<file path="src/rtl/lcd_pkg.sv">
// Shared constants, pixel-format helpers and colour type for the LCD window compositor.
package lcd_pkg;

  localparam int PIX_FMT_RGB332 = 32'd0;
  localparam int PIX_FMT_RGB565 = 32'd1;

  typedef struct packed {
    logic [7:0] r;
    logic [7:0] g;
    logic [7:0] b;
  } rgb888_t;

  function automatic int pix_w(input int fmt);
    int w;
    case (fmt)
      PIX_FMT_RGB565: w = 32'd16;
      default:        w = 32'd8;
    endcase
    return w;
  endfunction

endpackage

</file>
<file path="src/rtl/lcd_color_expand.sv">
// Combinational RGB332/RGB565 to RGB888 expansion by bit replication (full scale maps to 8'hFF).
module lcd_color_expand
  import lcd_pkg::*;
#(
  parameter int PIX_FMT = PIX_FMT_RGB332
) (
  input  logic [pix_w(PIX_FMT)-1:0] pix,
  output rgb888_t                   rgb
);

  generate
    if (PIX_FMT == PIX_FMT_RGB565) begin : g_565
      assign rgb.r = {pix[15:11], pix[15:13]};
      assign rgb.g = {pix[10:5],  pix[10:9]};
      assign rgb.b = {pix[4:0],   pix[4:2]};
    end else begin : g_332
      assign rgb.r = {pix[7:5], pix[7:5], pix[7:6]};
      assign rgb.g = {pix[4:2], pix[4:2], pix[4:3]};
      assign rgb.b = {pix[1:0], pix[1:0], pix[1:0], pix[1:0]};
    end
  endgenerate

endmodule

</file>
<file path="src/rtl/lcd_window_overlay.sv">
// Places an upscaled frame-buffer window over the active video area; timing and colour
// leave together RAM_LAT+2 cycles after the generator's pre_* signals.
module lcd_window_overlay
  import lcd_pkg::*;
#(
  parameter int          WIN_W       = 128,
  parameter int          WIN_H       = 128,
  parameter int          SCALE_SHIFT = 1,
  parameter int          PIX_FMT     = PIX_FMT_RGB332,
  parameter int          ADDR_W      = 14,
  parameter int          RAM_LAT     = 1,
  parameter logic [23:0] BG_COLOR    = 24'h0F0F0F,
  parameter logic        VS_ACTIVE   = 1'b1
) (
  input  logic                      clk,
  input  logic                      rst_n,
  input  logic                      win_en,
  input  logic [11:0]               win_x0,
  input  logic [11:0]               win_y0,
  input  logic                      pre_hs,
  input  logic                      pre_vs,
  input  logic                      pre_de,
  input  logic [11:0]               active_x,
  input  logic [11:0]               active_y,
  output logic [ADDR_W-1:0]         ram_rd_addr,
  input  logic [pix_w(PIX_FMT)-1:0] ram_rd_data,
  output logic                      lcd_hs,
  output logic                      lcd_vs,
  output logic                      lcd_de,
  output logic [7:0]                lcd_r,
  output logic [7:0]                lcd_g,
  output logic [7:0]                lcd_b
);

  localparam int                SR_W     = (SCALE_SHIFT > 0) ? SCALE_SHIFT : 1;
  localparam logic [12:0]       X_LIM    = 13'(WIN_W << SCALE_SHIFT);
  localparam logic [12:0]       Y_LIM    = 13'(WIN_H << SCALE_SHIFT);
  localparam logic [SR_W-1:0]   SUB_MAX  = SR_W'((32'd1 << SCALE_SHIFT) - 32'd1);
  localparam logic [ADDR_W-1:0] ROW_STEP = ADDR_W'(WIN_W);
  localparam logic [ADDR_W-1:0] ROW_LAST = ADDR_W'((WIN_H - 1) * WIN_W);

  generate
    if (WIN_W * WIN_H > (32'd1 << ADDR_W)) begin : g_bad_addr_w
      $error("lcd_window_overlay: WIN_W*WIN_H does not fit in ADDR_W");
    end
    if (SCALE_SHIFT < 0 || SCALE_SHIFT > 2 || RAM_LAT < 1 || RAM_LAT > 2) begin : g_bad_param
      $error("lcd_window_overlay: SCALE_SHIFT or RAM_LAT out of range");
    end
  endgenerate

  typedef struct packed {
    logic in_win;
    logic hs;
    logic vs;
    logic de;
  } flags_t;

  logic              vs_prev_r;
  logic              de_prev_r;
  logic              frame_ok_r;
  logic              sh_en_r;
  logic [11:0]       sh_x0_r;
  logic [11:0]       sh_y0_r;
  logic [ADDR_W-1:0] row_base_r;
  logic [SR_W-1:0]   sub_row_r;
  logic              row_hit_r;
  logic              frame_start_s;
  logic              de_fall_s;
  logic [12:0]       dx_s;
  logic [12:0]       dy_s;
  logic [12:0]       col_s;
  logic              y_hit_s;
  logic              in_win_s;
  flags_t            pipe_r [RAM_LAT+1];
  flags_t            tail_s;
  rgb888_t           exp_s;
  rgb888_t           color_s;

  // Negative differences wrap to >= 4096, so they always fail the limit compare.
  assign dx_s          = {1'b0, active_x} - {1'b0, sh_x0_r};
  assign dy_s          = {1'b0, active_y} - {1'b0, sh_y0_r};
  assign col_s         = dx_s >> SCALE_SHIFT;
  assign y_hit_s       = (dy_s < Y_LIM);
  assign in_win_s      = frame_ok_r & sh_en_r & pre_de & (dx_s < X_LIM) & y_hit_s;
  assign frame_start_s = (pre_vs == VS_ACTIVE) && (vs_prev_r != VS_ACTIVE);
  assign de_fall_s     = de_prev_r & ~pre_de;

  // Frame-start shadowing and the incremental source-row base.
  always_ff @(posedge clk or negedge rst_n) begin
    if (!rst_n) begin
      vs_prev_r  <= 1'b0;
      de_prev_r  <= 1'b0;
      frame_ok_r <= 1'b0;
      sh_en_r    <= 1'b0;
      sh_x0_r    <= 12'd0;
      sh_y0_r    <= 12'd0;
      row_base_r <= '0;
      sub_row_r  <= '0;
      row_hit_r  <= 1'b0;
    end else begin
      vs_prev_r <= pre_vs;
      de_prev_r <= pre_de;
      if (pre_de) begin
        row_hit_r <= y_hit_s;
      end
      if (frame_start_s) begin
        frame_ok_r <= 1'b1;
        sh_en_r    <= win_en;
        sh_x0_r    <= win_x0;
        sh_y0_r    <= win_y0;
        row_base_r <= '0;
        sub_row_r  <= '0;
      end else if (de_fall_s && row_hit_r) begin
        if (sub_row_r == SUB_MAX) begin
          sub_row_r <= '0;
          if (row_base_r != ROW_LAST) begin
            row_base_r <= row_base_r + ROW_STEP;
          end
        end else begin
          sub_row_r <= sub_row_r + SR_W'(1);
        end
      end
    end
  end

  // Read address, held between window pixels.
  always_ff @(posedge clk or negedge rst_n) begin
    if (!rst_n) begin
      ram_rd_addr <= '0;
    end else if (in_win_s) begin
      ram_rd_addr <= row_base_r + ADDR_W'(col_s);
    end
  end

  // Flag/sync shift pipe matching the RAM read latency.
  always_ff @(posedge clk or negedge rst_n) begin
    if (!rst_n) begin
      for (int i = 0; i <= RAM_LAT; i++) begin
        pipe_r[i] <= '0;
      end
    end else begin
      pipe_r[0] <= '{in_win: in_win_s, hs: pre_hs, vs: pre_vs, de: pre_de};
      for (int i = 1; i <= RAM_LAT; i++) begin
        pipe_r[i] <= pipe_r[i-1];
      end
    end
  end

  assign tail_s = pipe_r[RAM_LAT];

  lcd_color_expand #(
    .PIX_FMT (PIX_FMT)
  ) u_expand (
    .pix (ram_rd_data),
    .rgb (exp_s)
  );

  // Output colour select.
  always_comb begin
    color_s = '0;
    if (tail_s.in_win) begin
      color_s = exp_s;
    end else if (tail_s.de) begin
      color_s = BG_COLOR;
    end else begin
      color_s = '0;
    end
  end

  // Registered LCD outputs.
  always_ff @(posedge clk or negedge rst_n) begin
    if (!rst_n) begin
      lcd_hs <= 1'b0;
      lcd_vs <= 1'b0;
      lcd_de <= 1'b0;
      lcd_r  <= 8'd0;
      lcd_g  <= 8'd0;
      lcd_b  <= 8'd0;
    end else begin
      lcd_hs <= tail_s.hs;
      lcd_vs <= tail_s.vs;
      lcd_de <= tail_s.de;
      lcd_r  <= color_s.r;
      lcd_g  <= color_s.g;
      lcd_b  <= color_s.b;
    end
  end

endmodule

</file>
<file path="config.mk">
export PLATFORM = sky130hd
export DESIGN_NAME = lcd_window_overlay
export DESIGN_NICKNAME = d
export VERILOG_FILES = /design/src/rtl/lcd_pkg.sv /design/src/rtl/lcd_color_expand.sv /design/src/rtl/lcd_window_overlay.sv
export SDC_FILE = /design/constraint.sdc
export NUM_CORES = 1
export LEC_CHECK = 0
export CAP_MARGIN = 20
export CORE_ASPECT_RATIO = 1.1
export CORE_MARGIN = 3
export CORE_UTILIZATION = 50
export DETAILED_ROUTE_END_ITERATION = 10
export PLACE_DENSITY = 0.86
export SETUP_SLACK_MARGIN = 0.15
export SLEW_MARGIN = 20
export SYNTH_ARGS = -nofsm -noshare
export SYNTH_HDL_FRONTEND = slang
export SYNTH_SLANG_ARGS = --single-unit
export TNS_END_PERCENT = 5
</file>
<file path="constraint.sdc">
create_clock -name clk -period 6.9 [get_ports clk]
set_clock_uncertainty 0.1 [all_clocks]
set_input_delay 1.035 -clock clk [delete_from_list [all_inputs] [get_ports clk]]
set_output_delay 1.035 -clock clk [all_outputs]
set_load 0.01 [all_outputs]
</file>
Word level (Yosys, flattened, before mapping)
Index checks and enable logic that the tools add are counted.
Widths: inputs -> output; s select.
- bits in registers: 91
- bits in latches: 0
- RAM bits: 0
- bits in read-only memories: 0
- bits of input ports: 62
- output and inout port bits: 41
- word-level logic and storage cells: 52
- memories kept: 0
- add/subtract/negate cells: 5
- $mul: 0
- divide/modulo/power cells: 0
- order comparisons: 2
- eq/ne operators: 1
- shift operators: 0
- mux-type cells: 9
- bitwise operators: 7
- reduce and logical (&&, ||, !) cells: 6
- operators with widths (operator ; count):
    $mux 14 ; 4
    $lt 13x9->1 const B ; 2
    $sub 12x12->13 ; 2
    $mux 24 ; 1
    $mux 20 ; 1
    $add 14x12->14 ; 1
    $add 14x8->14 const B ; 1
    $ne 14x14->1 const B ; 1
    $reduce_bool 2->1 ; 3
    $and 1x1->1 ; 5
    $mux 1 ; 3
    $reduce_and 3->1 ; 1
    $logic_and 1x1->1 ; 2
    $not 1->1 ; 2
    $add 1x1->1 const B ; 1

Longest topological paths before layout
- word-level depth: 5
- depth in mapped cells: 16
- gate-level depth less buffers: 16

By module
Synthesis repeated with hierarchy kept, for this count alone.
- cell total of the unflattened synthesis: 455
- area, all modules: 4573.1 µm²
- by module, submodules not included (module ; times used ; cells each ; area each (µm²) ; seq. area each (µm²)):
    lcd_window_overlay ; 1 ; 431 ; 4393.0 ; 2102.0
    lcd_color_expand ; 1 ; 24 ; 180.2 ; 0.0

Worst setup path before layout
No wires, ideal clock.
- path kind: in2reg
- start: input port active_x[5]
- end: register ram_rd_addr[13]
- setup time: 0.125 ns
- arrival: 3.714 ns
- data required time: 6.675 ns
- setup slack: 2.961 ns
- cell stages on the path: 15
- buffers on the path: 1
- path through: ha_1 > buf_4 > a21o_1 > a21oi_1 > o21ai_2 > or4_1 > nand3_2 > ha_1 > a21o_1 > a21o_1 > a21oi_1 > nor2b_1 > o21ai_0 > xnor2_1 > mux2_2
- cells in the longest elaborated chain, start to end: 4
- elaborated cells between the ends (all ways): 5
- those cells by class: add/sub: 2; order compare: 1; bitwise: 2
- RTL lines (what ; line ; text):
    start, declared ; lcd_window_overlay.sv:23 ; input logic [11:0] active_x,
    $sub 12x12->13 (*) ; lcd_window_overlay.sv:80 ; assign dx_s = {1'b0, active_x} - {1'b0, sh_x0_r};
    $lt 13x9->1 ; lcd_window_overlay.sv:84 ; assign in_win_s = frame_ok_r & sh_en_r & pre_de & (dx_s < X_LIM) & y_hit_s;
    $and 1x1->1 (2 in series) ; lcd_window_overlay.sv:84 ;
    end signal, assigned ; lcd_window_overlay.sv:131 ; ram_rd_addr <= row_base_r + ADDR_W'(col_s);
    end, declared ; lcd_window_overlay.sv:25 ; output logic [ADDR_W-1:0] ram_rd_addr,
Every way passes the cells marked *; elsewhere a longest branch is shown, timed or not.
A chain may end at the register's enable or synchronous reset.

Worst setup path in the final report
- start: input port active_x[0]
- end: register ram_rd_addr[13]
Same word-level chain as after synthesis.

==> impl_metrics.csv <==
group,metric,value,unit
power,total_power,1272,uW
route,vias,3161,
grt,overflow,0,
clock_tree,cts_hold_buf,0,
clock_tree,htreeDepth,3,
critical_path,worstPathArrival,4480,ps
clock_tree,clkLatencyLatePin,340,ps
die,rows,33,
logic_synthesis,syn_inst,404,
clock_tree,cts.repair.resized,0,
power,power_switching_share,30.73,%
grt,grt_pass1_vias,3101,
power,ir_worst_vdd,0.0001067,V
clock_tree,path_clk_slew,80,ps
die,die_w,92.24,microns
critical_path,end_kind,"flip-flop",
logic_synthesis,synth_warnings,0,
cells_and_area,utilization,69.88,%
hold_path,hp-class,"flip-flop to flip-flop",
grt,grt_util_all_layers,18.94,%
logic_synthesis,synth_fp_nets,498,
timing,rsz0062_at_grt,"false",
timing,clock.fmax,229.5,MHz
critical_path,reg2reg_slack,3310,ps
place,port_buffers,102,
place,numPlacedInstances,594,
cells_and_area,drive_gt1_share,8.317,%
die,fp.dieH,100.9,microns
clock_tree,cts_made_buffers,9,
job,maxCapViolations,0,
timing,finalSetupViolations,0,
route,first_iter_violations,90,
timing,fin_crit_sh,63.16,%
logic_synthesis,syn_area_per_cell,10.12,sq um
grt,grt_antenna_before_repair,0,
timing,tightest_slew,1068,ps
logic_synthesis,synth-seq-cells,76,
power,clock_power_share,30.0,%
die,coreArea,7680,sq um
grt,grt_max_degree,77,
cells_and_area,multi_input_area,1939,sq um
die,start_util,53.26,%
logic_synthesis,yosysSeqAreaShare,46.50,%
timing,finalHoldViolCount,0,
status,outcome,"finished clean",
place,gp_congestion,0.8799,
logic_synthesis,synth_top_area_share,46.50,%
clock_tree,cts_root_buf,"clkbuf_8",
timing,maxSlewViolCount,0,
timing,slew_headroom,28.29,%
cells_and_area,final_cells,610,
logic_synthesis,syn_area,4090,sq um
cells_and_area,regArea,1902,sq um
logic_synthesis,synth_flop_cell,"dfrtp_1",
timing,setup_tns,0,ps
cells_and_area,n_antenna_cell,0,
critical_path,crit_fanout,15,
power,netSwitchingPower,390.8,uW
cells_and_area,fill_cells,619,
critical_path,cp-start-kind,"input port",
logic_synthesis,yosys-top-cells-area,"dfrtp_1, ha_1, nand2_1, o21ai_0, inv_1",
power,powerDensity,237.0,nW/um^2
route,wirelength,8319,microns
logic_synthesis,ys_types,58,
power,seqPwrFrac,39.5,%
power,comb_power_share,30.5,%
power,p_leak,0.002472,uW
clock_tree,cts_tree,"done",
clock_tree,cts.path.max_buffers,2,
logic_synthesis,async_reset_ff_share,100.0,%
route,routed_via_density,5.182,
grt,grt_pass1_wl,14170,microns
route,firstDrtPassIters,4,
cells_and_area,syn2layout_area_growth,31.20,%
die,ios,103,
clock_tree,post_cts_buffers,0,
route,ant_nets,0,
die,dieArea,9303,sq um
place,dp.final_hpwl,6347,microns
route,wl_per_cell,13.64,microns
power,p_int,881.2,uW
critical_path,critPathKind,"input port to flip-flop",
route,drc,0,
critical_path,required,7020,ps
cells_and_area,final_nets,594,
clock_tree,cts_sinks,76,
timing,finalCriticalPeriod,4358,ps
logic_synthesis,synth-edff-count,0,
logic_synthesis,synth_largest_area_cell,"dfrtp_1",
power groups by stage:
stage	clock network [uW]	registers, uW	logic, uW
floorplan	0	509	267
global placement	0	510	376
detailed placement	0	512	386
CTS	389	503	389
global route	408	508	438
finish	381	503	388
logic make-up (layout without fill, tap and decap cells):
| group | after synthesis | count (layout) | share of synthesized area [%] |
|---|---|---|---|
| adders and majority gates | 32 | 32 | 9.972 |
| buffers and inverters | 56 | 157 | 6.271 |
| and+or+nand+nor | 120 | 120 | 14.90 |
| xor gates and xnor gates | 21 | 21 | 4.497 |
| other | 1 | 1 | 0.09168 |
| AOI/OAI and AO/OA | 77 | 77 | 11.50 |
| DFF | 76 | 76 | 46.50 |
| muxes | 21 | 21 | 6.271 |
cells in the final DEF, fill, tap and decap left out, drive strengths merged, types with 11 or more instances in the layout:
cell / instances
clkbuf: 11
dfrtp: 76
nand2: 51
ha: 31
mux2: 16
a21oi: 15
nor2: 18
xnor2: 14
inv: 39
nand3: 11
clkdlybuf4s50: 101
o21ai: 37
layer usage:
| metal | part of all wire, % | vias to the layer above | global-route usage, % |
|---|---|---|---|
| li1 | - | 1564 | - |
| met1 | 44 | 1480 | 24.33 |
| met2 | 49 | 105 | 32.70 |
| met3 | 5.7 | 12 | 3.734 |
| met4 | 0.89 | 0 | 5.486 |
| met5 | 0 | - | 0 |
registers in the layout, indices dropped and copies added, names as in the netlist:
register / count
ram_rd_addr: 14
sh_x0_r: 12
sh_y0_r: 12
pipe_r: 8
row_base_r: 7
lcd_g: 6
lcd_r: 6
lcd_b: 4
frame_ok_r: 1
lcd_de: 1
lcd_hs: 1
lcd_vs: 1
row_hit_r: 1
sh_en_r: 1
sub_row_r: 1
cell type report:
cell class | instances | share of cell area (%)
Clock inverter | 5 | 1.562
Clock buffer | 11 | 2.635
Timing Repair Buffer | 103 | 19.12
Multi-Input combinational cell | 272 | 36.14
Sequential cell | 76 | 35.44
Inverter | 38 | 2.658
Tap cell | 105 | 2.448
per-stage QoR:
stage / worst slack, ps / hold WS [ps] / cell area [sq um]
6_report: 2542 / 254.7 / 5366
5_1_grt: 2332 / 264.0 / 5366
2_1_floorplan: 2961 / 231.2 / 4090
3_3_place_gp: 2304 / 233.4 / 5141
3_5_place_dp: 2257 / 237.2 / 5141
4_1_cts: 2559 / 258.0 / 5366
critical path, stage by stage:
cell and delay, ps:
clkdlybuf4s50_1 450, nand2b_1 130, inv_1 80, fa_1 410
nor2b_1 210, o21bai_1 110, nand3_1 100, nand2_1 120
mux2i_1 150, or4_4 440, nor4_4 810, mux2_2 420
synth_stat cells, types with 9 or more instances:
library cell and number:
nand3_1 10, dfrtp_1 76, inv_1 38, buf_4 9
a21oi_1 15, o21ai_0 35, ha_1 31, mux2_2 9
xnor2_1 14, nor2_1 18, nand2_1 51
final timing paths:
| path | startpoint | endpoint | cells past startpoint |
|---|---|---|---|
| max | active_x[0] | ram_rd_addr[13] | 12 |
| min | pipe_r[6] | pipe_r[2] | 0 |
| max reg2reg | sh_x0_r[0] | ram_rd_addr[13] | 11 |
| min reg2reg | pipe_r[6] | pipe_r[2] | 0 |
| max in group asynchronous | rst_n | sh_en_r | 1 |
| min in group asynchronous | rst_n | ram_rd_addr[7] | 1 |
Note: power is estimated with default switching activity, not from simulation.
